`src/rtl/inter_rr_pkg.sv`:
```
// Shared types and default sizing for the inter_rr N-master to M-slave write interconnect.
package inter_pkg;

  typedef enum logic [1:0] {
    IDLE = 2'd0,
    SEND = 2'd1,
    HS   = 2'd2
  } state_e;

  localparam int DEF_N_MST   = 2;
  localparam int DEF_N_SLV   = 2;
  localparam int DEF_ADDR_W  = 3;
  localparam int DEF_VAL_W   = 3;
  localparam int DEF_TIMEOUT = 16;

endpackage

```
`src/rtl/inter_rr_arb.sv`:
```
// Combinational N-way round-robin arbiter: first request at or after ptr_i, scanning upward with wrap.
module inter_rr_arb #(
  parameter int N     = 2,
  parameter int IDX_W = $clog2(N)
) (
  input  logic [N-1:0]     req_i,
  input  logic [IDX_W-1:0] ptr_i,
  output logic [N-1:0]     grant_o,
  output logic [IDX_W-1:0] idx_o,
  output logic             any_o
);

  // NOTE: every output gets a default before the scan so no path leaves a value unassigned (no latch).
  always_comb begin
    logic found;
    int   j;
    grant_o = '0;
    idx_o   = '0;
    found   = 1'b0;
    for (int k = 0; k < N; k++) begin
      j = int'(ptr_i) + k;
      if (j >= N) j = j - N;
      if (!found && req_i[j]) begin
        found      = 1'b1;
        grant_o[j] = 1'b1;
        idx_o      = IDX_W'(j);
      end
    end
    any_o = found;
  end

endmodule

```
`src/rtl/inter_rr.sv`:
```
// Round-robin N-master to M-slave write interconnect with 1-deep per-master holding registers.
// Optional stall abort enabled by defining INTER_TIMEOUT_EN.
module inter_rr
  import inter_pkg::*;
#(
  parameter int N_MST   = DEF_N_MST,
  parameter int N_SLV   = DEF_N_SLV,
  parameter int ADDR_W  = DEF_ADDR_W,
  parameter int VAL_W   = DEF_VAL_W,
  parameter int TIMEOUT = DEF_TIMEOUT,
  localparam int SEL_W  = $clog2(N_SLV),
  localparam int DATA_W = SEL_W + ADDR_W + VAL_W
) (
  input  logic                    clk,
  input  logic                    rst_n,
  input  logic [N_MST-1:0]        in_valid,
  input  logic [N_MST*DATA_W-1:0] data_in,
  output logic [N_MST-1:0]        in_ready,
  input  logic [N_SLV-1:0]        ready_slave,
  output logic [N_SLV-1:0]        valid_slave,
  output logic [ADDR_W-1:0]       addr_out,
  output logic [VAL_W-1:0]        value_out,
  output logic [N_SLV-1:0]        handshake_slave,
  output logic                    timeout_err
);

  localparam int IDX_W = $clog2(N_MST);

  if (N_MST < 2 || N_MST > 8 || N_SLV < 2 || N_SLV > 8 ||
      (N_SLV & (N_SLV - 1)) != 0 || TIMEOUT < 1) begin : g_param_check
    $error("inter_rr: unsupported parameter set");
  end

  state_e              state_q, state_d;
  logic [N_MST-1:0]    pending_q, pending_d, cap, clr;
  logic [DATA_W-1:0]   word_q [N_MST];
  logic [DATA_W-1:0]   word_sel;
  logic [IDX_W-1:0]    ptr_q, ptr_d, gnt_q, gnt_d, ptr_nxt;
  logic [SEL_W-1:0]    sel_q, sel_d;
  logic [N_SLV-1:0]    valid_q, valid_d, hs_q, hs_d;
  logic [ADDR_W-1:0]   addr_q, addr_d;
  logic [VAL_W-1:0]    value_q, value_d;
  logic [N_MST-1:0]    arb_gnt;
  logic [IDX_W-1:0]    arb_idx;
  logic                arb_any;

  inter_rr_arb #(.N(N_MST), .IDX_W(IDX_W)) u_arb (
    .req_i   (pending_q),
    .ptr_i   (ptr_q),
    .grant_o (arb_gnt),
    .idx_o   (arb_idx),
    .any_o   (arb_any)
  );

  always_comb begin
    word_sel = '0;
    for (int i = 0; i < N_MST; i++) word_sel = word_sel | ({DATA_W{arb_gnt[i]}} & word_q[i]);
  end

  // A strobe into a full holding register is dropped, even on the edge that empties it.
  assign cap       = in_valid & ~pending_q;
  assign pending_d = (pending_q & ~clr) | cap;
  assign ptr_nxt   = (gnt_q == IDX_W'(N_MST - 1)) ? '0 : gnt_q + 1'b1;

`ifdef INTER_TIMEOUT_EN
  localparam int CNT_W = $clog2(TIMEOUT + 1);
  logic [CNT_W-1:0] cnt_q, cnt_d;
  logic             to_q, to_d;
`endif

  always_comb begin
    state_d = state_q;
    gnt_d   = gnt_q;
    sel_d   = sel_q;
    ptr_d   = ptr_q;
    valid_d = valid_q;
    addr_d  = addr_q;
    value_d = value_q;
    hs_d    = '0;
    clr     = '0;
`ifdef INTER_TIMEOUT_EN
    cnt_d   = '0;
    to_d    = 1'b0;
`endif
    unique case (state_q)
      IDLE, HS: begin
        valid_d = '0;
        addr_d  = '0;
        value_d = '0;
        if (arb_any) begin
          state_d = SEND;
          gnt_d   = arb_idx;
          sel_d   = word_sel[DATA_W-1 -: SEL_W];
          valid_d[word_sel[DATA_W-1 -: SEL_W]] = 1'b1;
          addr_d  = word_sel[VAL_W +: ADDR_W];
          value_d = word_sel[VAL_W-1:0];
        end else begin
          state_d = IDLE;
        end
      end
      SEND: begin
        if (ready_slave[sel_q]) begin
          state_d    = HS;
          hs_d       = valid_q;
          valid_d    = '0;
          addr_d     = '0;
          value_d    = '0;
          clr[gnt_q] = 1'b1;
          ptr_d      = ptr_nxt;
        end
`ifdef INTER_TIMEOUT_EN
        else if (cnt_q == CNT_W'(TIMEOUT - 1)) begin
          state_d    = IDLE;
          to_d       = 1'b1;
          valid_d    = '0;
          addr_d     = '0;
          value_d    = '0;
          clr[gnt_q] = 1'b1;
          ptr_d      = ptr_nxt;
        end else begin
          cnt_d = cnt_q + 1'b1;
        end
`endif
      end
      default: state_d = IDLE;
    endcase
  end

  // NOTE: state registers use non-blocking assignments so every flop samples pre-edge values.
  always_ff @(posedge clk or negedge rst_n) begin
    if (!rst_n) begin
      state_q   <= IDLE;
      pending_q <= '0;
      ptr_q     <= '0;
      gnt_q     <= '0;
      sel_q     <= '0;
      valid_q   <= '0;
      addr_q    <= '0;
      value_q   <= '0;
      hs_q      <= '0;
      // NOTE: the holding words are a few flops, not RAM, so they take the defined all-zero reset.
      for (int i = 0; i < N_MST; i++) word_q[i] <= '0;
    end else begin
      state_q   <= state_d;
      pending_q <= pending_d;
      ptr_q     <= ptr_d;
      gnt_q     <= gnt_d;
      sel_q     <= sel_d;
      valid_q   <= valid_d;
      addr_q    <= addr_d;
      value_q   <= value_d;
      hs_q      <= hs_d;
      for (int i = 0; i < N_MST; i++)
        if (cap[i]) word_q[i] <= data_in[i*DATA_W +: DATA_W];
    end
  end

`ifdef INTER_TIMEOUT_EN
  always_ff @(posedge clk or negedge rst_n) begin
    if (!rst_n) begin
      cnt_q <= '0;
      to_q  <= 1'b0;
    end else begin
      cnt_q <= cnt_d;
      to_q  <= to_d;
    end
  end
  assign timeout_err = to_q;
`else
  assign timeout_err = 1'b0;
`endif

  assign in_ready        = ~pending_q;
  assign valid_slave     = valid_q;
  assign addr_out        = addr_q;
  assign value_out       = value_q;
  assign handshake_slave = hs_q;

endmodule

```
`config.mk`:
```
export PLATFORM = sky130hd
export DESIGN_NAME = inter_rr
export DESIGN_NICKNAME = d
export VERILOG_FILES = /design/src/rtl/inter_rr_pkg.sv /design/src/rtl/inter_rr_arb.sv /design/src/rtl/inter_rr.sv
export SDC_FILE = /design/constraint.sdc
export NUM_CORES = 1
export LEC_CHECK = 0
export CORE_MARGIN = 4
export CORE_UTILIZATION = 47
export CTS_CLUSTER_SIZE = 12
export DETAILED_ROUTE_END_ITERATION = 12
export HOLD_SLACK_MARGIN = 0.08
export PLACE_DENSITY = 0.77
export RECOVER_POWER = 50
export SYNTH_ARGS = -nofsm -noshare
export SYNTH_HDL_FRONTEND = slang
export SYNTH_SLANG_ARGS = --single-unit
export TNS_END_PERCENT = 20
```
`constraint.sdc`:
```
create_clock -name clk -period 1.55 [get_ports clk]
set_input_delay 0.2325 -clock clk [delete_from_list [all_inputs] [get_ports clk]]
set_output_delay 0.2325 -clock clk [all_outputs]
set_load 0.05 [all_outputs]
```
==> impl_metrics.yaml <==
layout:
  layout-drive-gt1-share_pct: 31.30
  final-instance-count-excl-fill: 161
  commonest_non_fill_non_tap_cell_in_the_layout: "dfrtp_1"
  final_cell_mix: "31 x dfrtp_1, 18 x clkdlybuf4s50_1, 14 x mux2_2, 11 x buf_4"
  diodes_inserted: 0
  nNetsFinal: 151
  area_growth_pct: 30.23
  filler_cell_count: 219
yosys:
  synth.avg_cell_area_sq_um: 14.02
  post_synth_inst_count: 93
  postSynth.asyncResetShare_pct: 100.0
  yosys.cell_types.count: 26
  syn-cell-area_sq_um: 1304
  portion_of_the_post_synthesis_area_used_by_sequential_elements_pct: 59.50
  ys_ff_latch: 31
  ys_dominant_reg_cell: "dfrtp_1"
  yosys_warnings: 0
  mappedNetlistNets: 113
  number_of_enable_flip_flop_cells_after_synthesis: 0
grt:
  number_of_antenna_violations_at_the_first_check_in_global_routing: 0
  grt_first_pass_wirelength_um: 4436
  grt_overflow_total: 0
  global_route.usage.total_pct: 16.73
  grt_pass1_vias: 1013
  maximum_number_of_pins_on_one_net_before_global_route_repair: 32
sta:
  slew_headroom_pct: 51.49
  finalCritPeriodShare_pct: 89.89
  hold_violations: 0
  max_freq_mhz: 717.7
  timing.clock.skew_ps: 14.26
  setup_total_negative_slack_ps: 0
  period_minus_slack_ps: 1393
  slew_at_the_pin_closest_to_its_max_slew_limit_ps: 727.7
  rsz0062_at_grt: "false"
  final-max-slew-violation-count: 0
  setup_viol: 0
floorplanning:
  fp-row-count: 18
  die_area_sq_um: 3681
  dieWidth_um: 60.67
  coreArea_sq_um: 2567
  io_pins: 33
  die-height_um: 60.67
  initial_utilization_pct: 50.78
power:
  power_per_cell_area_nw_per_um2: 2166
  power.share.clock_pct: 13.0
  power_mw: 3.677
  pwr-share-seq_pct: 39.7
  power_leakage_nw: 0.7702
  switching_share_pct: 39.81
  combinationalPowerShare_pct: 47.3
  switchingPower_mw: 1.464
  cellInternalPower_mw: 2.213
  ir_drop_uv: 1303
route:
  post-route-drc-count: 0
  via_count: 888
  post_drt_via_cell_ratio: 5.516
  initial_drt_pass_iterations: 4
  first_iter_violations: 38
  drtAntennaViolNets: 0
  routedWlPerCell_um: 15.76
  postRouteWirelength_um: 2537
clock_tree:
  worst_skew_pair.late_latency_ps: 340
  cts_hold_buf: 0
  ctsHtreeMaxLevel: 2
  cts.sinks: 31
  tritoncts_clock_tree: "done"
  number_of_buffers_inserted_by_post_cts_setup_repair: 0
  cts_inserted_buffers: 5
  clk_root_buffer_cell: "clkbuf_4"
  clk_path_buf_depth: 2
  postCtsResizedCells: 0
  path_clk_slew_ps: 100
worst_setup_path:
  timing.rr.start: "sel_q$_DFFE_PN0P_"
  maximum_fanout_encountered_on_the_critical_timing_path: 8
  worst_ep_arrival_time_ps: 1160
  startpoint: "pending_q[1]$_DFF_PN0_"
  cp-start-kind: "flip-flop"
  timing.critical_path.slowest_cell_delay_ps: 470
  cp_data_required_time_ps: 1320
  crit_family: "flip-flops"
  critPathSlowestCell: "dfrtp_1"
  timing.critical_path.cells: "inv_1 > buf_12"
  path_buf_inv: 2
  worstSetupEndpointType: "output port"
  critPathKind: "reg2out"
placed_design:
  numPortBuffers: 31
  place_hpwl_um: 1919
  gp_congestion: 0.7735
  dp.cells: 154
outcome:
  outcome: "finished, final reports clean"
worst_hold_path:
  type_of_the_worst_min_delay_path: "in2async"
run:
  maxCapViolCount: 0
-- power by group through the flow --
stage	sequential (mW)	clock [mW]	combinational (mW)
floorplan	1.70	0	0.988
global placement	1.46	0	1.74
detailed placement	1.48	0	1.78
CTS	1.46	0.490	1.78
global route	1.52	0.524	1.88
finish	1.46	0.477	1.74
-- synth_stat cells (3+ instances only) --
cell	count	share of area, %
mux2_2	14	12
and2_1	3	1.4
inv_1	5	1.4
nor3b_1	6	3.5
buf_2	3	1.2
dfrtp_1	31	60
a221o_1	6	4.6
-- worst register-to-register path: cells and delay by family, from the launching register on --
kind / cells / cell delay, ps
flops: 1 / 400
mux: 2 / 680
simple gates: 1 / 180
-- final timing paths --
kind / cells after the start / slack (ps) / end
worst max-delay path: 2 / 160 / in_ready[1]
max in group asynchronous: 2 / 590 / word_q[3]$_DFFE_PN0P_
worst min-delay path: 2 / 470 / handshake_slave[1]$_DFF_PN0_
min in group clk: 3 / 490 / pending_q[1]$_DFF_PN0_
worst min register to register: 1 / 500 / value_out[1]$_DFFE_PN0P_
worst max register to register: 3 / 200 / ptr_q$_DFFE_PN0P_
-- registers in the layout, indices dropped and copies added (netlist names) --
| register | flops |
|---|---|
| value_out | 3 |
| handshake_slave | 2 |
| gnt_q | 1 |
| pending_q | 2 |
| state_q | 2 |
| ptr_q | 1 |
| valid_slave | 2 |
| word_q | 14 |
| addr_out | 3 |
| sel_q | 1 |
-- per-layer routing --
layer	track usage, %	vias up	routed length (um)
li1	-	405	-
met1	18.49	448	1006
met2	29.31	28	1307
met3	5.957	7	183
met4	6.502	0	40
met5	0	-	0
-- metrics by stage --
step | setup WS, ps | util, % | hold WS (ps) | area, sq um
after floorplan | 172.5 | - | -63.09 | 1304
after global placement | 59.77 | 64.43 | 485.9 | 1654
after detailed placement | 31.82 | 64.43 | 498.1 | 1654
after CTS | 147.9 | 66.62 | 287.1 | 1710
after global routing | 91.70 | 66.13 | 484.2 | 1698
final | 156.7 | 66.13 | 472.2 | 1698
-- cells by family (layout without fill, tap and decap cells) --
| logic type | count (synthesis) | count (layout) | share of synthesized area, % |
|---|---|---|---|
| flip-flops | 31 | 31 | 59.50 |
| AO/OA/AOI/OAI | 19 | 19 | 12.76 |
| AND/OR/NAND/NOR | 17 | 17 | 9.885 |
| multiplexers | 16 | 16 | 14.40 |
| buffers and inverters | 9 | 47 | 3.167 |
| other | 1 | 1 | 0.2876 |
-- cell type report --
type	instances	area [sq um]	area share, %
Sequential cell	31	775.7	45.69
Multi-Input combinational cell	53	483.0	28.45
Timing Repair Buffer	35	326.6	19.23
Clock buffer	6	51.30	3.021
Tap cell	30	37.54	2.211
Inverter	5	18.77	1.105
Clock inverter	1	5.005	0.2948
Note: power is estimated with default switching activity, not from simulation.
==> RTL change 1 (same settings) <==
Re-encode `state_e` (3 states) as one-hot, 3 bits wide.
--- a/src/rtl/inter_rr_pkg.sv
+++ b/src/rtl/inter_rr_pkg.sv
@@ -3,6 +3,6 @@
 
-  typedef enum logic [1:0] {
-    IDLE = 2'd0,
-    SEND = 2'd1,
-    HS   = 2'd2
+  typedef enum logic [2:0] {
+    IDLE = 3'b001,
+    SEND = 3'b010,
+    HS   = 3'b100
   } state_e;
Behaviour: same outputs for any inputs over 10 cycles, from zero or initial values and one cycle with rst_n low; not proved beyond that.
==> RTL change 1 against the original RTL <==
Hold slack better by 0.023 ns. Routed wire length is 6.1% higher. Cell area is 5.0% higher. Synthesized area is 4.0% higher. Fmax is 2.7% higher. Sequential cell count is 1 higher. Total power is 3.8% higher. Non-clock buffer count is 4 higher. Setup slack better by 0.036 ns. Critical path type is now reg -> reg.
==> RTL change 1: results (changes against the original RTL) <==
skew final=0.00296 ns (-0.0113 ns); largest net degree at the start of global routing=33 (+3.1%); CP max FO=5 (-3); largest cells by area after synthesis=dfrtp_1, mux2_1, a32oi_1, o2bb2ai_1, dfstp_2; layout cells sized above 1=26.2% (-5.1 points); Leak=0.794 nW (+3.2%); HPWL after detailed placement=2.06 mm (+7.5%); Peak VDD IR=1480 uV (+14%); Reg2Reg Depth=4 (+1); M2 GR Usage=27.2% (-2.1 points); path type of the worst setup path=reg -> reg; leading cell types by count after synthesis=dfrtp_1, mux2_1, a32oi_1, o2bb2ai_1, inv_1; GR Util met1=20.4% (+1.9 points); WL/cell=15.6 um (-0.71%); Hold WC Path Type=reg -> reg; grt met3 use=8.47% (+2.5 points); design internal power=0.00226 W (+1.9%); Least-Margin Pin Slew=0.771 ns (+0.0434 ns); fin nets=160 (+6.0%); status=complete, no violations; first-pass GRT wire length=4.49 mm (+1.1%); CP max-delay cell=dfstp_2; Syn Nets=119 (+5.3%); Seq/Total Area, Yosys=59.1% (-0.37 points); via count of the first global-routing pass=1,005 (-0.79%); GP Congestion=0.741 (-4.2%)
-- RTL change 1: changes by cell type in the layout (fill, tap and decap cells not counted), sizes merged, moves of 2 or more --
cell / delta
and3: +2
a21o: -2
clkbuf: +3
a221o: -6
nor3b: -6
and2: -2
buf: +3
o2bb2ai: +6
a32oi: +7
o211ai: +2
-- RTL change 1: power groups by stage --
stage	Sequential (W)	Clock, W	Combinational (W)
floorplan	0.00176	0	0.000955
global placement	0.00151	0	0.00182
detailed placement	0.00152	0	0.00187
CTS	0.00150	0.000497	0.00187
global route	0.00154	0.000554	0.00202
finish	0.00150	0.000478	0.00184
-- RTL change 1: worst min-delay path by stage --
stage / endpoint / slack, ns / cells past startpoint
2_1_floorplan: addr_out[0]$_DFFE_PN0P_ / -0.06 / 0
3_3_place_gp: word_q[12]$_DFFE_PN0P_ / 0.47 / 1
3_5_place_dp: value_out[0]$_DFFE_PN0P_ / 0.48 / 1
4_1_cts: word_q[3]$_DFFE_PN0P_ / 0.30 / 2
5_1_grt: word_q[11]$_DFFE_PN0P_ / 0.49 / 2
6_report: word_q[7]$_DFFE_PN0P_ / 0.50 / 1
-- RTL change 1: final cells by class --
class,count,area [um^2]
timing repair buffer,39,355
multi-input combinational,56,505
fill,223,975
clock buffer,8,58.8
sequential,32,802
tap,31,38.8
inverter,6,22.5
-- RTL change 1: kinds of logic after synthesis --
group | Yosys count | share of synthesized area (%)
other | 1 | 0.276
AOI/OAI and AO/OA | 26 | 16.2
xor gates and xnor gates | 2 | 1.85
DFF | 32 | 59.1
and+or+nand+nor | 11 | 5.44
muxes | 16 | 13.5
buffers and inverters | 11 | 3.60
-- RTL change 1: per-stage QoR --
stage	std cells	utilization (%)	hold slack, ns	setup WS [ns]	area (um^2)
after floorplan	99	-	-0.0631	0.288	1360
after global placement	164	62.9	0.472	0.0449	1730
final	172	64.7	0.496	0.193	1780
after CTS	172	65.0	0.304	0.191	1790
after global routing	172	64.7	0.486	0.0678	1780
after detailed placement	164	62.9	0.476	0.0196	1730
-- RTL change 1: routing by layer --
| layer | wire length (um) | vias up |
|---|---|---|
| met5 | 0 | - |
| met4 | 33 | 0 |
| met3 | 165 | 5 |
| met2 | 1330 | 28 |
| met1 | 1160 | 467 |
| li1 | - | 449 |
==> RTL change 2 (same flow settings) <==
Without the edit above. The option `INTER_TIMEOUT_EN` is turned on by a define.
--- a/src/rtl/inter_rr.sv
+++ b/src/rtl/inter_rr.sv
@@ -2,2 +2,4 @@
 // Optional stall abort enabled by defining INTER_TIMEOUT_EN.
+`define INTER_TIMEOUT_EN
+
 module inter_rr
Behaviour: no difference found for any inputs over 10 cycles, from zero or initial values and one cycle with rst_n low; that may be too few to reach the edited logic, so the function may still have changed.
==> RTL change 2 against the original RTL <==
Setup slack worse by 0.082 ns. Sequential cell count up 6. Synthesized area grew 20%. Total power rose by 11%. Critical endpoint is now ptr_q$_DFFE_PN0P_. Clock power up 4%. Critical path type is now reg -> reg. Cell area rose by 19%. Highest routed layer unchanged. Count of clock-buffer cells in the layout shrank 1. Routed wire length up 32%.
==> RTL change 2: results (changes against the original RTL) <==
status=complete, no violations; post-synth cell types=28 (+7.7%); M2 GR Usage=29.2% (-0.15 points); # port buffers=32 (+3.2%); Clock-cell share=2.73% (-0.59 points); via count of the first global-routing pass=1,172 (+16%); Adder-Cell Fraction of Synth Area=0.798% (+0.80 points); WP data arrival=1.71 ns (+0.55 ns); mux cell area share after synthesis=12.5% (-1.9 points); DRT met1 WL=1.41 mm (+40%); Relative slew margins=40.8% (-11 points); Routed met2 length=1.68 mm (+28%); GR Util met1=21.3% (+2.8 points); Setup crit end=ptr_q$_DFFE_PN0P_; RR Startpoint=cnt_q[0]$_DFF_PN0_; Worst Hold Path Cells=1; yosys warns=0 (unchanged); Synth Instances=122 (+31%); HPWL after detailed placement=2.45 mm (+28%); Reg2Reg Depth=4 (+1); Total GRT Usage=17.9% (+1.2 points); xor/xnor share of the synthesized area=1.12% (+1.1 points); layout cells sized above 1=31.9% (+0.63 points); largest cells by area after synthesis=dfrtp_1, mux2_2, a32oi_1, nand2_1, o22ai_1; number of fill cells=253 (+16%); Buffers, non-clock=41 (+17%); CP peak stage delay=0.40 ns (-0.07 ns); Non-clock buffers, area share=18.4% (-0.88 points); Hold WC Path Type=reg -> reg; Leak=0.929 nW (+21%); Post-Place Cells=200 (+30%); multi-input logic area=596 um^2 (+23%); Final Util=64.5% (-1.6 points); FFs & Latches=37 (+19%); multi-input gate count=76 (+43%); CP max FO=4 (-4); GP Congestion=0.786 (+1.6%); initial antenna violation count=0 (unchanged); Inverters=4 (-1); Vias=1,087 (+22%); Syn Nets=143 (+27%); Compound-Gate Fraction of Synth Area=13.6% (+0.80 points); leading cell types by count after synthesis=dfrtp_1, mux2_2, nand2_1; skew final=0.00409 ns (-0.0102 ns); Seq/Total Area, Yosys=59.1% (-0.44 points); worst skew pair latency=0.34 ns (about the same); Peak VDD IR=833 uV (-36%); DR iter-0 viols=93 (+140%); largest net degree at the start of global routing=38 (+19%); Avg Cell Area, Syn=12.9 um^2 (-8.3%); metal3 WL=197 um (+7.7%); first-pass GRT wire length=5.62 mm (+27%); WL/cell=15.9 um (+0.84%); Post-Layout Cell Count=210 (+30%); Seq area share=45.9% (+0.25 points); r2r setup slk=0.08 ns (-0.12 ns); clkbuf count=5 (-1); grt met3 use=6.32% (+0.37 points); WHS Endpoint=cnt_q[0]$_DFF_PN0_
[RTL change 2: cell count changes after synthesis, moves of 3 or more]
cell | before | now
nand2_1 | 0 | 12
o22ai_1 | 0 | 7
a221o_1 | 6 | 0
a32oi_1 | 0 | 6
dfrtp_1 | 31 | 37
nor2_1 | 2 | 8
nor3b_1 | 6 | 0
nand3_1 | 0 | 3
[RTL change 2: stage by stage]
stage / hold WS (ns) / worst slack, ns / power (W)
2_1_floorplan: -0.0631 / 0.189 / 0.00295
3_3_place_gp: 0.449 / 0.0677 / 0.00354
3_5_place_dp: 0.461 / 0.0399 / 0.00362
4_1_cts: 0.236 / 0.0289 / 0.00413
5_1_grt: 0.485 / 0.00426 / 0.00434
6_report: 0.479 / 0.0751 / 0.00407
[RTL change 2: worst max-delay path, delay by kind of cell, from the launching register on]
| family | cells | cell delay (ns) |
|---|---|---|
| multiplexers | 1 | 0.31 |
| flip-flops | 1 | 0.40 |
| adder cells (fa/ha/maj) | 1 | 0.27 |
| AO/OA/AOI/OAI | 1 | 0.22 |
| AND/OR/NAND/NOR | 1 | 0.18 |
[RTL change 2: timing repair]
| item | in CTS | in global routing |
|---|---|---|
| gates resized for setup | 1 | 0 |
| setup buffers | 0 | 2 |
| endpoints found under the setup margin | 1 | 1 |
[RTL change 2: logic make-up after synthesis]
kind of cell,count (synthesis)
AOI/OAI and AO/OA,25
xor gates and xnor gates,2
adders and majority gates,1
buffers and inverters,9
DFF,37
muxes,16
and+or+nand+nor,32
[RTL change 2: report_power, final]
group          total, W  switching, W  internal (W)
combinational   0.00194       0.00111      0.000835
sequential      0.00164      0.000278       0.00136
clock          0.000496      0.000325      0.000171
